<file path="config.mk">
export PLATFORM = sky130hd
export DESIGN_NAME = bitwise_op_arbiter
export DESIGN_NICKNAME = d
export VERILOG_FILES = /design/src/rtl/bitwise_op_arbiter.sv
export SDC_FILE = /design/constraint.sdc
export NUM_CORES = 1
export LEC_CHECK = 0
export CAP_MARGIN = 15
export CORE_ASPECT_RATIO = 1.75
export CORE_MARGIN = 2
export CORE_UTILIZATION = 30
export DETAILED_ROUTE_END_ITERATION = 10
export PLACE_DENSITY = 0.58
export SYNTH_ARGS = -nofsm -noshare
export SYNTH_HDL_FRONTEND = slang
export SYNTH_SLANG_ARGS = --single-unit
</file>
<file path="constraint.sdc">
create_clock -name clk -period 3.6 [get_ports clk]
set_input_delay 0.72 -clock clk [delete_from_list [all_inputs] [get_ports clk]]
set_output_delay 0.72 -clock clk [all_outputs]
set_load 0.01 [all_outputs]
</file>
<file path="src/rtl/bitwise_op_arbiter.sv">
// Two-requester round-robin front end for a shared 32-bit AND/OR/XOR/NOR unit.
// One operation in flight at a time: accept in IDLE, compute in EXEC, hold the result in RESP.
module bitwise_op_arbiter #(
   parameter int WIDTH = 32,
   parameter int CNT_W = 16
) (
   input  logic             clk,
   input  logic             rst,
   input  logic             req0_valid,
   output logic             req0_ready,
   input  logic [1:0]       req0_op,
   input  logic [WIDTH-1:0] req0_a,
   input  logic [WIDTH-1:0] req0_b,
   input  logic             req1_valid,
   output logic             req1_ready,
   input  logic [1:0]       req1_op,
   input  logic [WIDTH-1:0] req1_a,
   input  logic [WIDTH-1:0] req1_b,
   output logic             rsp_valid,
   input  logic             rsp_ready,
   output logic [WIDTH-1:0] rsp_data,
   output logic             rsp_id,
   output logic             busy,
   output logic [CNT_W-1:0] done_cnt
);

   typedef enum logic [1:0] {IDLE, EXEC, RESP} state_t;

   state_t             state_q, state_d;
   logic               last_grant_q, last_grant_d;
   logic [1:0]         op_q, op_d;
   logic [WIDTH-1:0]   a_q, a_d, b_q, b_d;
   logic               id_q, id_d;
   logic               rsp_valid_q, rsp_valid_d;
   logic [WIDTH-1:0]   rsp_data_q, rsp_data_d;
   logic               rsp_id_q, rsp_id_d;
   logic [CNT_W-1:0]   done_cnt_q, done_cnt_d;
   logic               grant_vld, grant_id;

   function automatic logic [WIDTH-1:0] bit_op(input logic [1:0] op,
                                                input logic [WIDTH-1:0] a,
                                                input logic [WIDTH-1:0] b);
      case (op)
         2'b00:   bit_op = a & b;
         2'b01:   bit_op = a | b;
         2'b10:   bit_op = a ^ b;
         default: bit_op = ~(a | b);
      endcase
   endfunction

   // On a tie the requester that did not win last time gets the grant.
   always_comb begin
      grant_vld = 1'b0;
      grant_id  = 1'b0;
      if (state_q == IDLE && !rst) begin
         if (req0_valid && req1_valid) begin
            grant_vld = 1'b1;
            grant_id  = ~last_grant_q;
         end else if (req0_valid) begin
            grant_vld = 1'b1;
            grant_id  = 1'b0;
         end else if (req1_valid) begin
            grant_vld = 1'b1;
            grant_id  = 1'b1;
         end
      end
   end

   assign req0_ready = grant_vld && !grant_id;
   assign req1_ready = grant_vld && grant_id;

   always_comb begin
      state_d      = state_q;
      last_grant_d = last_grant_q;
      op_d         = op_q;
      a_d          = a_q;
      b_d          = b_q;
      id_d         = id_q;
      rsp_valid_d  = rsp_valid_q;
      rsp_data_d   = rsp_data_q;
      rsp_id_d     = rsp_id_q;
      done_cnt_d   = done_cnt_q;
      case (state_q)
         IDLE: begin
            if (grant_vld) begin
               op_d         = grant_id ? req1_op : req0_op;
               a_d          = grant_id ? req1_a  : req0_a;
               b_d          = grant_id ? req1_b  : req0_b;
               id_d         = grant_id;
               last_grant_d = grant_id;
               state_d      = EXEC;
            end
         end
         EXEC: begin
            rsp_data_d  = bit_op(op_q, a_q, b_q);
            rsp_id_d    = id_q;
            rsp_valid_d = 1'b1;
            state_d     = RESP;
         end
         RESP: begin
            if (rsp_ready) begin
               rsp_valid_d = 1'b0;
               done_cnt_d  = done_cnt_q + CNT_W'(1);
               state_d     = IDLE;
            end
         end
         default: state_d = IDLE;
      endcase
   end

   always_ff @(posedge clk) begin
      if (rst) begin
         state_q      <= IDLE;
         last_grant_q <= 1'b1;
         rsp_valid_q  <= 1'b0;
         rsp_data_q   <= '0;
         rsp_id_q     <= 1'b0;
         done_cnt_q   <= '0;
         id_q         <= 1'b0;
      end else begin
         state_q      <= state_d;
         last_grant_q <= last_grant_d;
         rsp_valid_q  <= rsp_valid_d;
         rsp_data_q   <= rsp_data_d;
         rsp_id_q     <= rsp_id_d;
         done_cnt_q   <= done_cnt_d;
         id_q         <= id_d;
      end
   end

   // Operand latches need no reset: they are only consumed after an accept.
   always_ff @(posedge clk) begin
      op_q <= op_d;
      a_q  <= a_d;
      b_q  <= b_d;
   end

   assign rsp_valid = rsp_valid_q;
   assign rsp_data  = rsp_data_q;
   assign rsp_id    = rsp_id_q;
   assign busy      = (state_q != IDLE);
   assign done_cnt  = done_cnt_q;

endmodule

</file>
## Yosys cells after proc, flatten, opt, wreduce, memory -nomap -nowiden

Index checks and enable logic that the tools add are counted.

- Register bits: 120
- Bits of input ports: 137
- Output and inout port bits: 53
- Word-level logic and storage cells: 52

- Add/subtract/negate cells: 1
- Eq/ne operators: 6
- Mux-type cells: 16
- Bitwise gates (word level): 5
- Reductions and logical operators: 14

Operators with widths:

| kind | number |
|---|---|
| case mux 32 bit (3 select lines) | 1 |
| 2-to-1 mux 32 bit | 2 |
| AND 32 bit | 1 |
| inverter 32 bit | 1 |
| OR 32 bit | 1 |
| XOR 32 bit | 1 |
| adder 16 x 1 -> 16 bit (second input constant) | 1 |
| 2-to-1 mux 1 bit | 8 |
| AND reduction 2 bit | 4 |
| 2-to-1 mux 2 bit | 3 |
| case mux 2 bit (3 select lines) | 1 |
| == test 2 x 1 -> 1 bit (second input constant) | 2 |
| == test 2 bit (second input constant) | 2 |
| logical AND 1 bit | 4 |
| zero test 2 bit | 2 |
| inequality test 2 bit (second input constant) | 2 |
| nonzero test 2 bit | 2 |
| zero test 1 bit | 2 |
| case mux 1 bit (2 select lines) | 1 |
| inverter 1 bit | 1 |

## Longest topological paths before layout

Gate-level depths: netlist of the first run.

- Depth after elaboration: 6
- Gate-level depth with buffers: 7
- Mapped depth without buffers: 6

## Worst setup path after synthesis of the first run

No wires, ideal clock.

- Path kind: input port to flip-flop
- Start point: input rst
- End point: register a_q[0], enable pin
- Setup time: 420 ps
- Arrival: 2553 ps
- Required time: 3180 ps
- Setup slack: 627 ps
- Cell stages on the path: 4
- Buffers on the path: 1
- Cell sequence: clkbuf_8 nor3_1 o21ai_0 inv_1

- Cells in the longest elaborated chain, start to end: 4

Ends and longest elaborated chain:

| element | line | source |
|---|---|---|
| start, declared | 8 | `input logic rst,` |
| zero test 1 bit | 55 | `if (state_q == IDLE && !rst) begin` |
| logical AND 1 bit | 55 |  |
| 2-to-1 mux 1 bit | 55 |  |
| AND reduction 2 bit (no source line) | n/a |  |
| end signal, assigned | 134 | `a_q <= a_d;` |
| end, declared | 32 | `logic [WIDTH-1:0] a_q, a_d, b_q, b_d;` |

Every way passes these cells.
A chain may end at the register's enable or synchronous reset.

## Final worst setup path of the first run

- Start point: input req1_valid
- End point: output req0_ready

- Cells in the longest elaborated chain, start to end: 6
- Elaborated cells on any way between the ends: 10
- Classes of those cells: mux (7); reduce/logical (3)

Ends and longest elaborated chain:

| element | line | source |
|---|---|---|
| start, declared | 14 | `input logic req1_valid,` |
| 2-to-1 mux 1 bit | 62 | `end else if (req1_valid) begin` |
| 2-to-1 mux 1 bit | 59 | `end else if (req0_valid) begin` |
| 2-to-1 mux 1 bit | 56 | `if (req0_valid && req1_valid) begin` |
| 2-to-1 mux 1 bit | 55 |  |
| zero test 1 bit | 69 | `assign req0_ready = grant_vld && !grant_id;` |
| logical AND 1 bit (*) | 69 |  |
| end, declared | 10 | `output logic req0_ready,` |

Mark *: on every way between the ends. The rest lies on a longest branch, timed or not.

==> results by group, run 1 <==
Routing
  • Routed Antenna Nets: 0
  • DR vias/cell: 4.57
  • Drt first pass iters: 4
  • Iteration-0 DRC Markers: approximately 190
  • DR WL/cell: 13.6 um
  • DRC: 0
  • Vias post-DR: 5747
  • Routed WL: 17100 um

Yosys
  • Ys async rst share: 0%
  • Post-Synthesis Cells: 776
  • Ys Warns: 0
  • Post-Synthesis Net Count: 978
  • Netlist Area Pre-Place: 6800 um^2
  • Most frequent cell after synthesis: nand2_1
  • Yosys cell types: 37
  • Synth Flop Type: edfxtp_1
  • Register area share after synthesis: 45.0%
  • Top-area cell type share of the netlist area: between 20% and 30%
  • Post-synthesis register bit count: 120
  • Largest area contributor in the netlist: edfxtp_1
  • Top cells by area, synth: edfxtp_1 (29%), dfxtp_1 (16%), ha_1 (12%)
  • Post-synth top cells: nand2_1 (214), nor2_1 (73), inv_1 (67), edfxtp_1 (66), ha_1 (65)
  • Post-synth EDFFs: 66
  • Avg Cell Area, Syn: 8.77 um^2

Pwr
  • PD cells: about 430 nW/um^2
  • Leak: 4.06 nW
  • Maximum VDD drop: 0.304 mV

Clock tree
  • Root Driver: clkbuf_16
  • # clock sinks: 120
  • CTS Hold Bufs: 0
  • Postcts setup bufs: 0
  • Post-CTS Resized: 0
  • Num CTS Buffers: 17
  • Reg clk slew, reported paths: roughly 50 ps
  • H-tree depth: 4
  • Worst-Skew Late Latency: 410 ps
  • Maximum buffer depth of the clock tree: 2
  • CTS tree: done

Setup path
  • Kind of critical path: in2out
  • Worst-path cell chain: clkdlybuf4s50_1 > o21ai_0 > buf_4 > nor2_1 > clkdlybuf4s50_1
  • Top cell by count, worst path: clkdlybuf4s50_1
  • Buf/Inv on CP: 3
  • Worst Path Required: 2880 ps
  • Startpoint Class: input pin
  • Critical path peak fanout: 5
  • Critical Path Sink Type: primary output
  • Reg2Reg Launch Point: state_q[1]$_SDFFE_PP0P_
  • Worst path top cell family by delay: buffers and inverters
  • R2r worst-path depth: 5
  • R2R Path End: a_q[16]$_DFFE_PP_
  • Arrival @ worst endpoint: 2110 ps
  • Worst path max stage delay: 540 ps
  • Critical path depth: 5
  • Reg2reg setup slack: around 1700 ps
  • Crit path max-delay cell type: clkdlybuf4s50_1

Finish
  • Utilization after layout: 43.2%
  • Share of cells above drive strength 1: 8.12%
  • Fill cells: roughly 2300
  • Ant. Diodes: 0
  • Area of the multi-input gates: 3300 um^2
  • Reg area: 3060 um^2
  • Area Overhead vs Synth: 40.7%
  • Non-filler cells, final: 1257
  • # nets final: 1150

STA
  • Hold slack: 452 ps
  • Fin. max-slew vios: 0
  • Worst Setup Slack, final: 765 ps
  • Final period utilization: 78.7%
  • Final min period: ~2800 ps
  • RSZ-0062 raised after global routing: false
  • Top achievable clock speed: between 300 and 400 MHz
  • Final setup vio count: 0
  • Final hold vios: 0
  • Setup TNS Final: 0 ps
  • Slew headroom: between 40% and 50%
  • Clock skew: 6.58 ps
  • Least-Margin Pin Slew: 896 ps

Worst hold path
  • Hold depth: 2
  • Hold Crit Start: rsp_id$_SDFFE_PP0P_
  • Hold EP: rsp_id$_SDFFE_PP0P_
  • Hold Path Class: reg2reg

Place
  • # placed instances: roughly 1200
  • DP Wirelength: 12100 um
  • Pre-CTS setup slack: 754 ps
  • GPL Wtd Cong: 0.741
  • I/O Buffers: approximately 190

Global routing
  • Vias in the first global route: 5576
  • Overflow left after global routing: 0
  • First-pass GRT wire length: 27400 um
  • Largest net degree at the start of global routing: 67
  • Initial antenna violation count: 0
  • Tot GR Track Use: between 10 and 15%

Job
  • MaxCap Viol Count: 0

Die
  • Die Y: just over 200 um
  • Site Rows: 72
  • Die width: 118 um
  • IO Count: 190
  • Die area: 23900 um^2
  • Starting density of the core: 30.7%
  • Core area: approximately 22000 um^2

Status
  • Outcome: finished, final reports clean
==> area by class of cell <==
cell class | instances | area share, %
Timing Repair Buffer | 201 | 20.6
Multi-Input combinational cell | 540 | 34.4
Clock buffer | 21 | 4.81
Tap cell | 296 | 3.87
Sequential cell | 120 | 32.0
Inverter | 68 | 2.67
Clock inverter | 11 | 1.58
==> state kept, by name, summed over array words and instances, names as in the netlist <==
signal	flops
rsp_valid	1
op_q	2
b_q	32
done_cnt	16
rsp_id	1
id_q	1
rsp_data	32
last_grant_q	1
a_q	32
state_q	2
==> power breakdown <==
group	internal [mW]	leakage, nW	switching (mW)	total (mW)
registers	1.57	1.06	0.0533	1.62
clock network	1.18	0.295	0.590	1.77
logic	0.370	2.70	0.343	0.712
==> through the flow <==
stage                     total power [mW]  instance area (um^2)
after global placement                2.36                  8960
after global routing                  4.31                  9570
after CTS                             4.18                  9570
final                                 4.10                  9570
after detailed placement              2.38                  8960
after floorplan                       2.02                  6800
==> metal layers <==
layer,vias to the layer above,wire length [um],global-route usage [%],part of all wire [%]
met4,0,459,6.71,2.7
met3,26,717,3.47,4.2
li1,2926,-,-,-
met5,-,0,0,0
met2,134,9580,28.1,56
met1,2661,6340,14.7,37
==> cells by family (layout without fill, tap and decap cells) <==
kind of cell,count (synthesis),in the layout,share of synthesized area (%)
flops,120,120,45.0
compound gates,85,85,8.59
buf+inv,116,301,6.73
xor+xnor,10,10,1.29
mux,28,28,4.63
simple gates,352,352,21.8
fa+ha+maj,65,65,12.0
==> tightest hold or removal path: cells and delay by family, from the launching register on <==
family | cells | cell delay [ps]
compound gates | 1 | 50
flops | 1 | 300
simple gates | 1 | 50
==> cell usage in the layout, fill, tap and decap left out, drive strengths merged, types with 6 or more instances in the layout <==
master	n
inv	68
clkbuf	21
a211oi	56
clkinv	6
ha	65
nor2b	9
edfxtp	66
clkdlybuf4s50	188
buf	13
xnor2	6
nand2	214
nor2	73
a21oi	14
nor3	32
dfxtp	54
mux2	28
o21ai	10
==> worst max-delay path by stage <==
stage	to	slack [ps]	from
after global routing	req0_ready	690	state_q[1]$_SDFFE_PP0P_
after detailed placement	req0_ready	750	req1_valid
final	req0_ready	770	req1_valid
after floorplan	a_q[0]$_DFFE_PP_	630	rst
after CTS	req0_ready	750	req1_valid
after global placement	req0_ready	780	req1_valid
Power figures use the tool's default switching activity.
==> inputs of run 2 (changes only) <==
PLACE_DENSITY = 0.6   (was 0.58)
clock period = 2.5 ns   (was 3.6 ns; I/O delays follow)
==> run 2 against run 1 <==
  * First-iteration DRC count shrank 22%
  * Worst hold slack better by 2.5 ps
  * Wire length is 2.3% lower
  * Critical path type is now reg2out
  * Highest routed layer unchanged
==> results by group, run 2 (synthesized netlist as in run 1, its figures left out) <==
Status
  • Outcome: finished, final reports clean

Clock tree
  • Root Driver: clkbuf_16
  • CTS tree: done
  • Reg clk slew, reported paths: 50 ps (about the same)
  • Worst-Skew Late Latency: 420 ps (about the same)
  • Num CTS Buffers: 17 (unchanged)
  • # clock sinks: 120 (unchanged)
  • Maximum buffer depth of the clock tree: 2 (unchanged)
  • H-tree depth: 4 (unchanged)

Pwr
  • PD cells: 603 nW/um^2 (+41%)
  • Leak: 4.05 nW (-0.14%)
  • Maximum VDD drop: 0.390 mV (+28%)

STA
  • Final period utilization: between 90 and 100%
  • Final hold vios: 0 (unchanged)
  • Hold slack: 454 ps (+2.52 ps)
  • Top achievable clock speed: ~430 MHz
  • Clock skew: 7.92 ps (+1.34 ps)
  • Final setup vio count: 0 (unchanged)
  • Final min period: ~2300 ps
  • Least-Margin Pin Slew: 869 ps (-26.8 ps)
  • RSZ-0062 raised after global routing: false
  • Slew headroom: 42.0% (+1.8 points)
  • Setup TNS Final: 0 ps (unchanged)
  • Fin. max-slew vios: 0 (unchanged)

Global routing
  • Overflow left after global routing: 0 (unchanged)
  • First-pass GRT wire length: 27000 um (-1.3%)
  • Vias in the first global route: 5573 (-0.054%)
  • Tot GR Track Use: 14.5% (-0.14 points)
  • Initial antenna violation count: 0 (unchanged)
  • Largest net degree at the start of global routing: 97 (+45%)

Routing
  • Met3 Routed Length: 575 um (-20%)
  • Metal-1 WL: 6260 um (-1.4%)
  • Routed WL: 16700 um (-2.3%)
  • Routed Antenna Nets: 0 (unchanged)
  • WL met2: 9450 um (-1.4%)
  • DR vias/cell: 4.49 (-1.7%)
  • DRC: 0 (unchanged)
  • Top Layer Used: met4
  • DR WL/cell: 13.3 um (-2.3%)
  • Drt first pass iters: 6 (+2)
  • Iteration-0 DRC Markers: 152 (-22%)
  • Vias post-DR: 5650 (-1.7%)

Setup path
  • Worst path max stage delay: 530 ps (about the same)
  • Critical Path Sink Type: primary output
  • Reg2reg setup slack: 710 ps (-960 ps)
  • Setup crit start: state_q[1]$_SDFFE_PP0P_
  • Worst Path Required: 2000 ps (-880 ps)
  • R2R Path End: done_cnt[13]$_SDFFE_PP0P_
  • Reg2Reg Launch Point: done_cnt[0]$_SDFFE_PP0P_
  • Arrival @ worst endpoint: 1810 ps (-300 ps)
  • Startpoint Class: register
  • Worst-path cell chain: nor3_2 > o21ai_1 > nor2_1 > clkdlybuf4s50_1
  • Crit path max-delay cell type: clkdlybuf4s50_1
  • Critical path peak fanout: 7 (+2)
  • R2r worst-path depth: 4 (-1)
  • Kind of critical path: reg2out

Finish
  • Non-filler cells, final: 1257 (unchanged)
  • # nets final: 1150 (unchanged)
  • Share of cells above drive strength 1: 8.32% (+0.21 points)
  • Commonest non-fill, non-tap cells in the layout: nand2_1 (214), clkdlybuf4s50_1 (187), nor2_1 (73)
  • Most common cell after layout, fill and taps aside: nand2_1
  • Area Overhead vs Synth: 40.8% (about the same)
  • Ant. Diodes: 0 (unchanged)

Die
  • Die Y: 203 um (unchanged)
  • Site Rows: 72 (unchanged)
  • Die area: 23900 um^2 (unchanged)
  • Starting density of the core: 30.7% (unchanged)
  • Die width: 118 um (unchanged)
  • IO Count: 190 (unchanged)
  • Core area: 22200 um^2 (unchanged)

Worst hold path
  • Hold depth: 2 (unchanged)
  • Hold Crit Start: rsp_data[12]$_SDFFE_PP0P_
  • Hold EP: rsp_data[12]$_SDFFE_PP0P_
  • Hold Path Class: reg2reg

Place
  • # placed instances: 1225 (unchanged)
  • GPL Wtd Cong: 0.773 (+4.3%)
  • DP Wirelength: 11800 um (-1.9%)
  • I/O Buffers: 189 (unchanged)

Job
  • MaxCap Viol Count: 0 (unchanged)
## run 2: cell count changes in the layout (fill, tap and decap cells not counted), sizes merged
| cell | delta |
|---|---|
| clkinvlp | +2 |
| bufinv | -1 |
| clkinv | -1 |
| clkdlybuf4s50 | -1 |
| clkbuf | +1 |
| dlygate4sd2 | +1 |
| inv | -1 |
## run 2: worst max path at each step
stage | end | slack [ps] | cells after the start
global route | req0_ready | 80 | 4
global placement | req1_ready | 120 | 5
floorplan | a_q[0]$_DFFE_PP_ | 140 | 4
finish | req0_ready | 190 | 4
CTS | req0_ready | 70 | 4
detailed placement | req1_ready | 120 | 5
## run 2: layout make-up
class / count / area (um^2)
fillers: 2235 / 12600
well taps: 296 / 370
inverters: 68 / 259
repair buffers: 201 / 2010
flip-flops and latches: 120 / 3060
multi-input cells: 540 / 3300
clock inverters: 10 / 129
clock buffers: 22 / 444
## run 2: timing repair
action | 4_1_cts | 5_1_grt
setup buffers | 0 | 0
pin swaps | 0 | 0
endpoints found under the setup margin | 1 | 1
gates resized for setup | 1 | 1
hold buffers | 0 | 0
## run 2: critical path: cells and delay by family, from the launching register on
kind | cells | cell delay [ps]
AO/OA/AOI/OAI | 1 | 120
buffers and inverters | 1 | 530
flip-flops | 1 | 380
AND/OR/NAND/NOR | 2 | 360
## run 2: report_power, final
part	internal, mW	switching (mW)	total [mW]
registers	2.26	0.0794	2.34
logic	0.540	0.488	1.03
clock network	1.55	0.861	2.41
total	4.35	1.43	5.78
## run 2: per-stage QoR
stage | utilization [%] | total power [mW] | area, um^2 | setup slack, ps
floorplan | - | 2.91 | 6810 | 139
detailed placement | 40.6 | 3.43 | 9000 | 124
global placement | 40.6 | 3.40 | 9000 | 121
finish | 43.2 | 5.78 | 9580 | 194
CTS | 43.2 | 5.88 | 9580 | 66.9
global route | 43.2 | 6.09 | 9580 | 82.3
## run 2: routing by layer
layer	up-vias	track usage (%)
met5	-	0
met4	0	6.54
li1	2928	-
met1	2586	13.9
met3	24	3.19
met2	112	28.9
